### config.mk
export PLATFORM = sky130hd
export DESIGN_NAME = axi_snoop_stream_arbiter_flat
export DESIGN_NICKNAME = d
export VERILOG_FILES = /design/src/rtl/axi_snoop_stream_arbiter_if.sv /design/src/rtl/axi_snoop_stream_arbiter.sv /design/src/flat_wrapper.sv
export SDC_FILE = /design/constraint.sdc
export NUM_CORES = 1
export LEC_CHECK = 0
export BUFFER_PORTS_ARGS = -buffer_cell sky130_fd_sc_hd__buf_4
export CAP_MARGIN = 20
export CORE_AREA = 2 2 307 309
export DETAILED_ROUTE_END_ITERATION = 6
export DIE_AREA = 0 0 309 311
export REMOVE_ABC_BUFFERS = 1
export SLEW_MARGIN = 20
export SYNTH_ARGS = -nofsm -noshare
export SYNTH_HDL_FRONTEND = slang
export SYNTH_SLANG_ARGS = --single-unit
### constraint.sdc
create_clock -name clk -period 9.1 [get_ports clk]
set_input_delay 1.82 -clock clk [delete_from_list [all_inputs] [get_ports clk]]
set_output_delay 1.82 -clock clk [all_outputs]
set_load 0.01 [all_outputs]
### src/rtl/axi_snoop_stream_arbiter_if.sv
// Bundle between the snoop submodules, the stream arbiter and the AXI4-Stream sink.
// master = arbiter side, slave = submodules plus downstream sink.
interface axi_snoop_stream_arbiter_if #(
  parameter int NUM_SRC    = 5,
  parameter int DATA_WIDTH = 128,
  parameter int SRC_IDX_W  = 3
);
  logic [NUM_SRC-1:0]            src_ready;
  logic [NUM_SRC-1:0]            src_valid;
  logic [NUM_SRC-1:0]            src_in_progress;
  logic [NUM_SRC-1:0]            src_last;
  logic [NUM_SRC*DATA_WIDTH-1:0] src_data;
  logic [DATA_WIDTH-1:0]         M_AXIS_tdata;
  logic                          M_AXIS_tvalid;
  logic                          M_AXIS_tlast;
  logic [SRC_IDX_W-1:0]          M_AXIS_tuser;
  logic                          M_AXIS_tready;

  modport master (
    output src_ready, M_AXIS_tdata, M_AXIS_tvalid, M_AXIS_tlast, M_AXIS_tuser,
    input  src_valid, src_in_progress, src_last, src_data, M_AXIS_tready
  );

  modport slave (
    input  src_ready, M_AXIS_tdata, M_AXIS_tvalid, M_AXIS_tlast, M_AXIS_tuser,
    output src_valid, src_in_progress, src_last, src_data, M_AXIS_tready
  );
endinterface

### src/rtl/axi_snoop_stream_arbiter.sv
// Grants one snoop submodule at a time (round-robin offer, burst lock until last)
// and queues captured beats in a 2-entry FIFO feeding one AXI4-Stream master.
module axi_snoop_stream_arbiter #(
  parameter int NUM_SRC    = 5,
  parameter int DATA_WIDTH = 128,
  parameter int SRC_IDX_W  = 3
) (
  input  logic                            clk,
  input  logic                            reset,
  axi_snoop_stream_arbiter_if.master      bus,
  output logic                            proto_err
);
  typedef enum logic {IDLE, LOCKED} state_e;

  typedef struct packed {
    logic [DATA_WIDTH-1:0] data;
    logic                  last;
    logic [SRC_IDX_W-1:0]  src;
  } beat_t;

  state_e               state_q;
  logic [SRC_IDX_W-1:0] ptr_q, grant_q, sel;
  logic                 proto_err_q;
  logic [1:0]           cnt_q, cnt_d;
  logic                 wr_q, rd_q;
  beat_t                mem_q [2];

  logic                 space, push, pop, push_last;
  logic [DATA_WIDTH-1:0] push_data;
  logic [NUM_SRC-1:0]   ready;

  function automatic logic [SRC_IDX_W-1:0] inc(input logic [SRC_IDX_W-1:0] x);
    return (x == SRC_IDX_W'(NUM_SRC-1)) ? '0 : x + 1'b1;
  endfunction

  assign sel   = (state_q == LOCKED) ? grant_q : ptr_q;
  assign space = (cnt_q != 2'd2);

  // Ready is gated by reset directly so nothing is offered while reset is held.
  for (genvar g = 0; g < NUM_SRC; g++) begin : g_rdy
    assign ready[g] = !reset && space && (sel == SRC_IDX_W'(g));
  end

  assign bus.src_ready = ready;
  assign push      = |(bus.src_valid & ready);
  assign push_last = bus.src_last[sel];
  assign push_data = bus.src_data[sel*DATA_WIDTH +: DATA_WIDTH];
  assign pop       = (cnt_q != 2'd0) && bus.M_AXIS_tready;
  assign cnt_d     = cnt_q + 2'(push) - 2'(pop);

  always_ff @(posedge clk) begin
    if (reset) begin
      state_q     <= IDLE;
      ptr_q       <= '0;
      grant_q     <= '0;
      proto_err_q <= 1'b0;
    end else begin
      case (state_q)
        IDLE: begin
          if (push && !push_last) begin
            state_q <= LOCKED;
            grant_q <= ptr_q;
          end else begin
            ptr_q <= inc(ptr_q);
          end
        end
        LOCKED: begin
          if (push && push_last) begin
            state_q <= IDLE;
            ptr_q   <= inc(grant_q);
          end else if (!push && space && !bus.src_in_progress[grant_q]
                       && !bus.src_valid[grant_q]) begin
            // Burst abandoned without last: flag it and release the lock.
            proto_err_q <= 1'b1;
            state_q     <= IDLE;
            ptr_q       <= inc(grant_q);
          end
        end
        default: state_q <= IDLE;
      endcase
    end
  end

  always_ff @(posedge clk) begin
    if (reset) begin
      cnt_q <= '0;
      wr_q  <= 1'b0;
      rd_q  <= 1'b0;
    end else begin
      cnt_q <= cnt_d;
      if (push) wr_q <= ~wr_q;
      if (pop)  rd_q <= ~rd_q;
    end
  end

  always_ff @(posedge clk) begin
    if (push) mem_q[wr_q] <= '{data: push_data, last: push_last, src: sel};
  end

  assign bus.M_AXIS_tvalid = (cnt_q != 2'd0);
  assign bus.M_AXIS_tdata  = mem_q[rd_q].data;
  assign bus.M_AXIS_tlast  = mem_q[rd_q].last;
  assign bus.M_AXIS_tuser  = mem_q[rd_q].src;
  assign proto_err         = proto_err_q;
endmodule

### src/flat_wrapper.sv
// flat-port wrapper written by rule: the top's interface ports become plain ports
module axi_snoop_stream_arbiter_flat 
#(
  parameter int NUM_SRC    = 5,
  parameter int DATA_WIDTH = 128,
  parameter int SRC_IDX_W  = 3
)
  (clk, reset, proto_err, bus_src_ready, bus_M_AXIS_tdata, bus_M_AXIS_tvalid, bus_M_AXIS_tlast, bus_M_AXIS_tuser, bus_src_valid, bus_src_in_progress, bus_src_last, bus_src_data, bus_M_AXIS_tready);
  axi_snoop_stream_arbiter_if #(.NUM_SRC(NUM_SRC), .DATA_WIDTH(DATA_WIDTH), .SRC_IDX_W(SRC_IDX_W)) bus_i ();
  input  logic clk;
  input  logic reset;
  output logic proto_err;
  output wire logic [$bits(bus_i.src_ready)-1:0] bus_src_ready;
  output wire logic [$bits(bus_i.M_AXIS_tdata)-1:0] bus_M_AXIS_tdata;
  output wire logic [$bits(bus_i.M_AXIS_tvalid)-1:0] bus_M_AXIS_tvalid;
  output wire logic [$bits(bus_i.M_AXIS_tlast)-1:0] bus_M_AXIS_tlast;
  output wire logic [$bits(bus_i.M_AXIS_tuser)-1:0] bus_M_AXIS_tuser;
  input wire logic [$bits(bus_i.src_valid)-1:0] bus_src_valid;
  input wire logic [$bits(bus_i.src_in_progress)-1:0] bus_src_in_progress;
  input wire logic [$bits(bus_i.src_last)-1:0] bus_src_last;
  input wire logic [$bits(bus_i.src_data)-1:0] bus_src_data;
  input wire logic [$bits(bus_i.M_AXIS_tready)-1:0] bus_M_AXIS_tready;
  assign bus_src_ready = bus_i.src_ready;
  assign bus_M_AXIS_tdata = bus_i.M_AXIS_tdata;
  assign bus_M_AXIS_tvalid = bus_i.M_AXIS_tvalid;
  assign bus_M_AXIS_tlast = bus_i.M_AXIS_tlast;
  assign bus_M_AXIS_tuser = bus_i.M_AXIS_tuser;
  assign bus_i.src_valid = bus_src_valid;
  assign bus_i.src_in_progress = bus_src_in_progress;
  assign bus_i.src_last = bus_src_last;
  assign bus_i.src_data = bus_src_data;
  assign bus_i.M_AXIS_tready = bus_M_AXIS_tready;
  axi_snoop_stream_arbiter #(.NUM_SRC(NUM_SRC), .DATA_WIDTH(DATA_WIDTH), .SRC_IDX_W(SRC_IDX_W)) u_core (.clk(clk), .reset(reset), .bus(bus_i), .proto_err(proto_err));
endmodule
==> results_dict.tcl, run 1 <==
set metrics [dict create \
    final_nets 2263 \
    row_count 112 \
    vdd_ir_drop_max_uv 230 \
    syn_inst 835 \
    drive_gt1_frac 0.695 \
    regToRegSetupSlack_ns 4.23 \
    start_util 0.158 \
    critPathMaxFanout 134 \
    area_growth_pct 56.5 \
    cpMostUsedCell "buf_4" \
    critPathRequiredTime_ns 7.28 \
    grt_pass1_vias 12300 \
    cp_cell_sequence "mux2i_4 > buf_4 > a21oi_4 > buf_12 > and2_1 > buf_4" \
    period_needed_ns 5.46 \
    num_io_pins 797 \
    crit_slowest_cell "dfxtp_1" \
    clock-sinks 277 \
    clk_latency_ns 0.59 \
    num_vias 11500 \
    grt_use_total 0.112 \
    htreeDepth 1 \
    tightest_slew_ns 0.957 \
    place.gp.congestion 0.957 \
    antenna_left 0 \
    grt_use_met1 0.134 \
    io_buffers 796 \
    critPathKind "reg2out" \
    synth.ff_latch_count 277 \
    path_clk_slew_ns 0.06 \
    hold_viol 0 \
    setup_viol 0 \
    yosysSeqAreaShare 0.557 \
    cts_root_buffer "clkbuf_16" \
    p_total_mw 6.12 \
    fin_setup_tns_ns 0 \
    path_buf_inv 3 \
    clock.fmax_ghz 0.183 \
    start_kind "flip-flop" \
    grt_overflow 0 \
    drv_slew 0 \
    worstPathArrival_ns 3.64 \
    core_area_um2 92800 \
    rsz0062_at_grt "no" \
    cp-end-kind "primary output" \
    avgSynthCellArea_um2 17.6 \
    cts_made_buffers 30 \
    grt_pass1_wl_um 80200 \
    outcome "complete, no violations" \
    timing.final.ws_setup_ns 3.64 \
    slowest_delay_ns 0.82 \
    relSlewSlack 0.362 \
    cts_setup_buffers 0 \
    ys_async_sr_fraction 0 \
    synth_area_um2 14700 \
    hold_path_class "reg2reg" \
    drc 0 \
    synth_edf_count 264 \
    grt_use_met3 0.0204 \
    hpwl_um 45000 \
    first_pass_iters 5 \
    cts_buffer_depth 3 \
    cts_tree "done" \
    critical_path.top_delay_family "buffers and inverters" \
    power_density_nw_per_um2 266 \
    die_height_um 311 \
    via_per_inst 3.99 \
    period_share 0.600 \
    wl_per_cell_um 19.9 \
    ctsResizeCount 0 \
    maxCapViolCount 0 \
    die_w_um 309 \
    dieArea_um2 96100 \
    grtUsageMet2 0.198 \
    fin_hold_ws_ns 0.494 \
    drt_iter0_drc 562 \
    preCtsSetupSlack_ns 4.15 \
    ys_warn_count 0 \
    wl_um 57400 \
    power.leakage_nw 9.09 \
    place_area_um2 22100 \
    grt_max_degree 135 \
    synth_flop_cell "edfxtp_1" \
    gr-max-usage-layer "met2" \
    ys_types 45 \
    skew_ns 0.0202 \
    hold_buffers 0 \
    fin_area_um2 23000 \
    antenna_found_initial 7 \
]
==> through the flow <==
step	utilization	instances
after floorplan	-	759
after CTS	0.248	2875
after detailed placement	0.238	2821
after global routing	0.248	2878
after global placement	0.238	2821
final	0.248	2879
==> worst min-delay path, stage by stage, from the launching register on <==
cell	delay, ns
dfxtp_1	0.34
a21oi_1	0.05
nor2_1	0.07
==> per-layer routing <==
metal | vias to the layer above | routed length [um]
met5 | - | 0
met4 | 0 | 1770
met3 | 63 | 3890
met2 | 529 | 29100
met1 | 5777 | 22700
li1 | 5110 | -
==> Yosys cell counts (all sizes together) (2+ instances only) <==
master / number / area [um^2]
and2: 2 / 12.5
mux2: 133 / 1500
a211oi: 2 / 15.0
dfxtp: 13 / 260
mux2i: 6 / 85.1
mux4: 129 / 2910
a22o: 129 / 1130
ha: 6 / 75.1
clkbuf: 56 / 210
buf: 20 / 98.8
a311oi: 2 / 17.5
edfxtp: 264 / 7930
nor2: 15 / 56.3
a211o: 2 / 18.8
inv: 11 / 41.3
a2111oi: 2 / 36.3
nand3: 3 / 15.0
nor2b: 4 / 25.0
a21oi: 8 / 51.3
xnor2: 2 / 17.5
a32oi: 2 / 36.3
nor3: 8 / 40.0
nand2: 2 / 7.51
==> area by class of cell <==
class / instances / area (um^2)
Fill cell: 9727 / 69800
Sequential cell: 277 / 8190
Multi-Input combinational cell: 471 / 6170
Timing Repair Buffer: 808 / 6080
Tap cell: 1254 / 1570
Clock buffer: 35 / 769
Clock inverter: 19 / 158
Inverter: 11 / 53.8
Antenna cell: 4 / 10.0
==> path summary, 6_finish.rpt <==
kind / start / endpoint / depth (start not counted)
max reg2reg: u_core.state_q$_SDFF_PP0_ / u_core.mem_q[1][79]$_DFFE_PP_ / 7
min reg2reg: u_core.proto_err$_SDFFE_PP0P_ / u_core.proto_err$_SDFFE_PP0P_ / 2
min: u_core.proto_err$_SDFFE_PP0P_ / u_core.proto_err$_SDFFE_PP0P_ / 2
max: u_core.state_q$_SDFF_PP0_ / bus_src_ready[4] / 6
==> where the power goes <==
part | leakage (nW) | internal (mW) | switching (mW)
Clock | 0.442 | 0.657 | 0.501
Sequential | 2.53 | 1.93 | 0.0879
Combinational | 6.11 | 1.50 | 1.46
==> kinds of logic after synthesis <==
kind of cell | share of synthesized area
multiplexers | 0.306
AND/OR/NAND/NOR | 0.0144
adder cells (fa/ha/maj) | 0.00511
flip-flops | 0.557
XOR/XNOR | 0.00179
AO/OA/AOI/OAI | 0.0920
buffers and inverters | 0.0238
==> state kept, by name, indices dropped and copies added, names as in the netlist, named ones only <==
register and cells:
u_core.wr_q 1, u_core.rd_q 1, u_core.mem_q 264, u_core.state_q 1, u_core.cnt_q 2, u_core.proto_err 1, u_core.grant_q 3, u_core.ptr_q 3
==> layout by cell type, fill, tap and decap left out, drive strengths merged, types with 6 or more instances in the layout <==
cell type and instances:
a21oi 8, a22o 129, buf 808, clkbuf 35
clkinv 13, dfxtp 13, edfxtp 264, ha 6
inv 11, mux2 133, mux2i 6, mux4 129
nor2 15, nor3 8
(Power assumes the default switching activity.)
==> run 2: changes to the inputs <==
--- a/config.mk
+++ b/config.mk
@@ -5,11 +5,12 @@
 export SDC_FILE = /design/constraint.sdc
 export NUM_CORES = 1
 export LEC_CHECK = 0
+export ABC_AREA = 1
 export BUFFER_PORTS_ARGS = -buffer_cell sky130_fd_sc_hd__buf_4
 export CAP_MARGIN = 20
-export CORE_AREA = 2 2 307 309
+export CORE_AREA = 2 2 309 311
 export DETAILED_ROUTE_END_ITERATION = 6
-export DIE_AREA = 0 0 309 311
+export DIE_AREA = 0 0 311 313
 export REMOVE_ABC_BUFFERS = 1
 export SLEW_MARGIN = 20
 export SYNTH_ARGS = -nofsm -noshare
==> constraint.sdc (replaced) <==
create_clock -name clk -period 5.3 [get_ports clk]
set_input_delay 1.06 -clock clk [delete_from_list [all_inputs] [get_ports clk]]
set_output_delay 1.06 -clock clk [all_outputs]
set_load 0.01 [all_outputs]
==> run 2 against run 1 <==
- first-iteration DRC count rose by 77%
- clock skew decreased by 0.0069 ns
- synthesized cell count is 100% higher
==> results_dict.tcl, run 2 <==
set metrics [dict create \
    num_io_pins 797 \
    maxCapViolCount 0 \
    yosys.area.top_type_share 0.516 \
    cts_root_buffer "clkbuf_16" \
    largest_register_ffs 264 \
    start_util 0.163 \
    dp_cells 3663 \
    instances_no_fill 3717 \
    cts_buffer_depth 3 \
    hold_path_class "reg2reg" \
    place.gp.congestion 0.866 \
    clockPowerShare 0.157 \
    rsz0062_at_grt "no" \
    synth_edf_count 264 \
    core_area_um2 94200 \
    clock-sinks 277 \
    grt_pass1_vias 15200 \
    hpwl_um 46600 \
    yosysTopAreaCell "edfxtp_1" \
    avgSynthCellArea_um2 9.04 \
    drv_slew 0 \
    critPathMaxFanout 47 \
    hp-start "u_core.rd_q$_SDFFE_PP0P_" \
    cts_made_buffers 31 \
    grt_max_degree 132 \
    clock.fmax_ghz 0.300 \
    area_growth_pct 54.3 \
    grt_pass1_wl_um 89500 \
    wl_per_cell_um 16.3 \
    synth_most_common_cell "nand2_1" \
    synth.ff_latch_count 277 \
    r2r_cells 10 \
    htreeDepth 1 \
    regMostFlops "u_core.mem_q" \
    antenna_found_initial 1 \
    period_needed_ns 3.33 \
    clk_latency_ns 0.59 \
    vdd_ir_drop_max_uv 600 \
    critPathKind "reg2out" \
    crit_slowest_cell "dfxtp_4" \
    internal-power_mw 8.24 \
    power.leakage_nw 10.2 \
    die_height_um 313 \
    fin_setup_tns_ns 0 \
    power_density_nw_per_um2 605 \
    dieArea_um2 97300 \
    r2r-start "u_core.state_q$_SDFF_PP0_" \
    preCtsSetupSlack_ns 2.12 \
    syn_inst 1698 \
    period_share 0.629 \
    drc 0 \
    largestRegisters "u_core.mem_q x264, u_core.grant_q x3, u_core.ptr_q x3" \
    row_count 113 \
    cp_cell_sequence "buf_12 > mux2_2 > buf_4" \
    synth_area_um2 15300 \
    ys_warn_count 0 \
    io_buffers 796 \
    synth_flop_cell "edfxtp_1" \
    cts_setup_buffers 0 \
    regToRegSetupSlack_ns 2.29 \
    ys_types 34 \
    critPathRequiredTime_ns 4.24 \
    die_w_um 311 \
    drt_iter0_drc 997 \
    via_per_inst 4.09 \
    ctsResizeCount 0 \
    outcome "complete, no violations" \
    timing.final.ws_setup_ns 1.97 \
    setup_viol 0 \
    grt_overflow 0 \
    antenna_cells 0 \
    first_pass_iters 6 \
    ys_top_cells_by_count "nand2_1, edfxtp_1, nand3_1" \
    synth.area.top_cells "edfxtp_1, nand2_1, mux2_2, nand4_1, nand3_1" \
    worstPathArrival_ns 2.27 \
    switching_power_mw 6.09 \
    power_frac_comb 0.550 \
    cp-end-kind "primary output" \
    antenna_left 0 \
    final_nets 3095 \
    regToRegEndpoint "u_core.mem_q[1][19]$_DFFE_PP_" \
    num_vias 15200 \
    skew_ns 0.0133 \
    yosysSeqAreaShare 0.533 \
    nFillCells 10200 \
    grt_use_total 0.117 \
    drive_gt1_frac 0.415 \
    netSwitchingFraction 0.425 \
    start_kind "flip-flop" \
    hold_depth 1 \
    hold_viol 0 \
    wl_um 60800 \
    ys_async_sr_fraction 0 \
    pwr-share-seq 0.293 \
    finish.utilization 0.252 \
    path_clk_slew_ns 0.05 \
    slowest_delay_ns 0.69 \
    tightest_slew_ns 0.893 \
    mostFrequentLayoutCells "buf_4, nand2_1, edfxtp_1" \
    layout_commonest_cell "buf_4" \
    cts_tree "done" \
    relSlewSlack 0.404 \
    hold_buffers 0 \
    fin_hold_ws_ns 0.457 \
]
==> run 2: cell types whose count changed in the layout (fill, tap and decap cells not counted), moves of 5 or more <==
cell,change
nand2_1,+804
nand3_1,+137
a22o_1,-128
mux4_2,-129
bufinv_16,+5
nand2_4,+5
nand4_1,+129
inv_1,+16
buf_12,+6
==> run 2: stage by stage <==
step / total power, mW / instance area [um^2]
4_1_cts: 14.5 / 23700
3_3_place_gp: 12.1 / 22600
6_report: 14.3 / 23700
3_5_place_dp: 12.2 / 22600
5_1_grt: 15.4 / 23700
2_1_floorplan: 8.81 / 14800
==> run 2: layout make-up <==
type / instances / area (um^2) / share of cell area
clock buffer: 38 / 802 / 0.0339
clock inverter: 16 / 256 / 0.0108
inverter: 29 / 116 / 0.00491
multi-input combinational: 1278 / 6540 / 0.276
sequential: 277 / 8190 / 0.346
tap: 1265 / 1580 / 0.0668
timing repair buffer: 814 / 6200 / 0.262
==> run 2: routing by layer <==
layer / part of all wire / track usage
met5: 0 / 0
met4: 0.040 / 0.0479
met3: 0.073 / 0.0259
met2: 0.49 / 0.205
met1: 0.39 / 0.137
==> run 2: cell families after synthesis <==
family / after synthesis / synth area share
simple gates: 1118 / 0.313
flops: 277 / 0.533
buf+inv: 143 / 0.0423
mux: 132 / 0.0968
compound gates: 19 / 0.00832
fa+ha+maj: 6 / 0.00489
xor+xnor: 3 / 0.00171
==> run 2: power by group through the flow <==
stage	registers, mW	logic [mW]	clock network [mW]
floorplan	4.30	4.51	0
global placement	4.21	7.85	0
detailed placement	4.25	7.92	0
CTS	4.21	7.95	2.35
global route	4.28	8.66	2.41
finish	4.20	7.88	2.26
==> run 2: worst max-delay path by stage <==
| stage | endpoint | slack [ns] | cells past startpoint |
|---|---|---|---|
| 2_1_floorplan | u_core.mem_q[1][0]$_DFFE_PP_ | -4.54 | 8 |
| 3_3_place_gp | bus_src_ready[1] | 2.16 | 7 |
| 3_5_place_dp | bus_src_ready[1] | 2.12 | 7 |
| 4_1_cts | bus_M_AXIS_tdata[77] | 1.83 | 3 |
| 5_1_grt | bus_M_AXIS_tdata[71] | 1.80 | 3 |
| 6_report | bus_M_AXIS_tdata[71] | 1.97 | 3 |
==> run 2: critical path, delay by kind of cell, from the launching register on <==
kind                   cells  cell delay [ns]
flip-flops                 1             0.69
multiplexers               1             0.43
buffers and inverters      2             0.47
==> run 3: changes to the inputs <==
--- a/config.mk
+++ b/config.mk
@@ -8,9 +8,9 @@
 export ABC_AREA = 1
 export BUFFER_PORTS_ARGS = -buffer_cell sky130_fd_sc_hd__buf_4
 export CAP_MARGIN = 20
-export CORE_AREA = 2 2 309 311
+export CORE_AREA = 2 2 310 312
 export DETAILED_ROUTE_END_ITERATION = 6
-export DIE_AREA = 0 0 311 313
+export DIE_AREA = 0 0 312 314
 export REMOVE_ABC_BUFFERS = 1
 export SLEW_MARGIN = 20
 export SYNTH_ARGS = -nofsm -noshare
==> constraint.sdc (replaced) <==
create_clock -name clk -period 2.7 [get_ports clk]
set_input_delay 0.54 -clock clk [delete_from_list [all_inputs] [get_ports clk]]
set_output_delay 0.54 -clock clk [all_outputs]
set_load 0.01 [all_outputs]
==> run 3 against run 2 <==
- clock skew is essentially flat
- sequential cell count unchanged
- wire length is 4.6% higher
- first-iteration DRC count decreased by 5.8%
- non-clock buffer count grew 36
- sequential power grew 95%
- highest routed layer is now met5
- clock power grew 92%
- register-to-register slack got worse by 1.8 ns
- worst setup slack got worse by 1.8 ns
==> results_dict.tcl, run 3 (synthesized netlist as in run 2, its figures left out) <==
set metrics [dict create \
    outcome "complete, no violations" \
    finish.utilization 0.256 \
    preCtsSetupSlack_ns 0.312 \
    regToRegEndpoint "u_core.mem_q[0][86]$_DFFE_PP_" \
    tightest_slew_ns 0.801 \
    grt_max_degree 89 \
    wl_um 63500 \
    crit_slowest_cell "dfxtp_4" \
    grt_overflow 0 \
    htreeDepth 1 \
    drv_slew 0 \
    fin_setup_tns_ns 0 \
    layout_commonest_cell "buf_4" \
    drive_gt1_frac 0.425 \
    row_count 113 \
    timing.final.ws_setup_ns 0.135 \
    dieArea_um2 98000 \
    critPathKind "reg2out" \
    path_buf_inv 4 \
    cp_cell_sequence "inv_4 > nand2_2 > nand2_4 > nor2_8 > buf_12 > nand3_1 > inv_1 > buf_4" \
    die_height_um 314 \
    power_frac_comb 0.566 \
    rsz0062_at_grt "no" \
    drc 0 \
    hold_buffers 0 \
    worstHoldEndpoint "u_core.state_q$_SDFF_PP0_" \
    hold_viol 0 \
    largestRegisters "u_core.mem_q x264, u_core.grant_q x3, u_core.ptr_q x3" \
    cts_made_buffers 31 \
    regMostFlops "u_core.mem_q" \
    period_needed_ns 2.56 \
    place.gp.congestion 0.863 \
    drt_iter0_drc 939 \
    r2r_cells 10 \
    critPathMaxFanout 34 \
    largest_register_ffs 264 \
    cts_tree "done" \
    clock.fmax_ghz 0.390 \
    path_clk_slew_ns 0.06 \
    first_pass_iters 6 \
    clk_latency_ns 0.58 \
    cts_root_buffer "clkbuf_16" \
    hold_path_class "in2reg" \
    p_total_mw 28.9 \
    mostFrequentLayoutCells "buf_4, nand2_1, edfxtp_1" \
    antenna_found_initial 2 \
    switching_power_mw 12.2 \
    clock-sinks 277 \
    vdd_ir_drop_max_uv 874 \
    pwr-share-seq 0.284 \
    setup_viol 0 \
    worstPathArrival_ns 2.02 \
    wl_per_cell_um 16.9 \
    num_vias 15400 \
    hp-start "reset" \
    maxCapViolCount 0 \
    power_density_nw_per_um2 1190 \
    netSwitchingFraction 0.421 \
    clockPowerShare 0.150 \
    period_share 0.950 \
    num_io_pins 797 \
    hold_depth 2 \
    grt_use_total 0.121 \
    cts_buffer_depth 3 \
    skew_ns 0.0130 \
    internal-power_mw 16.7 \
    io_buffers 796 \
    critical_path.top_delay_family "simple AND/OR/NAND/NOR gates" \
    start_kind "flip-flop" \
    area_growth_pct 57.6 \
    grt_pass1_wl_um 91300 \
    core_area_um2 94400 \
    regToRegSetupSlack_ns 0.49 \
    final_nets 3131 \
    r2r-start "u_core.grant_q[0]$_SDFFE_PP0P_" \
    die_w_um 312 \
    via_per_inst 4.10 \
    relSlewSlack 0.466 \
    start_util 0.163 \
    slowest_delay_ns 0.42 \
    hpwl_um 50100 \
    power.leakage_nw 10.4 \
    antenna_left 0 \
    nFillCells 10200 \
    grt_pass1_vias 15300 \
    critPathRequiredTime_ns 2.16 \
    cp-end-kind "primary output" \
]
==> run 3: changes by cell type in the layout (fill, tap and decap cells not counted) <==
cell	before	now
buf_12	7	25
buf_4	807	824
bufinv_16	7	6
clkbuf_1	7	4
clkbuf_16	31	32
clkinv_1	4	5
clkinv_2	3	6
clkinv_4	0	2
dfxtp_1	12	11
dfxtp_4	1	2
diode_2	0	1
inv_6	2	1
==> run 3: timing repair <==
item | CTS | global route
resized for setup | 1 | 1
pin swaps | 0 | 1
hold endpoints to repair | 0 | 0
setup endpoints to repair | 1 | 1
cloned | 0 | 1
setup buffers | 0 | 2
==> run 3: layout make-up <==
type,instances,area [um^2],area share
repair buffers,850,6710,0.277
multi-input cells,1278,6540,0.270
flip-flops and latches,277,8200,0.339
diodes,1,2.50,0.000103
well taps,1265,1580,0.0654
inverters,29,116,0.00481
clock buffers,35,791,0.0327
clock inverters,20,254,0.0105
==> run 3: worst max-delay path by stage <==
stage,startpoint,end,slack (ns),depth (start not counted)
2_1_floorplan,u_core.state_q$_SDFF_PP0_,u_core.mem_q[1][0]$_DFFE_PP_,-7.14,8
3_3_place_gp,reset,u_core.mem_q[0][21]$_DFFE_PP_,0.32,10
3_5_place_dp,reset,u_core.mem_q[0][21]$_DFFE_PP_,0.31,10
4_1_cts,u_core.state_q$_SDFF_PP0_,bus_src_ready[4],0.0004,8
5_1_grt,u_core.state_q$_SDFF_PP0_,bus_src_ready[4],0.006,8
6_report,u_core.state_q$_SDFF_PP0_,bus_src_ready[4],0.14,8
==> run 3: metal layers <==
layer	global-route usage	share of wire
met1	0.145	0.40
met2	0.210	0.49
met3	0.0314	0.078
met4	0.0359	0.030
met5	0	0.00019
==> run 3: per-stage QoR <==
step           area, um^2  cells  hold slack (ns)
3_5_place_dp        23100   3696            0.438
6_report            24200   3755            0.153
3_3_place_gp        23100   3696            0.443
4_1_cts             24200   3751            0.105
5_1_grt             24200   3755            0.120
2_1_floorplan       14800   1584            0.425
==> run 3: power groups by stage <==
stage	Sequential [mW]	Combinational [mW]	Clock [mW]
floorplan	7.76	7.93	0
global placement	8.24	16.4	0
detailed placement	8.29	16.5	0
CTS	8.21	16.6	4.50
global route	8.34	18.1	4.67
finish	8.20	16.4	4.34
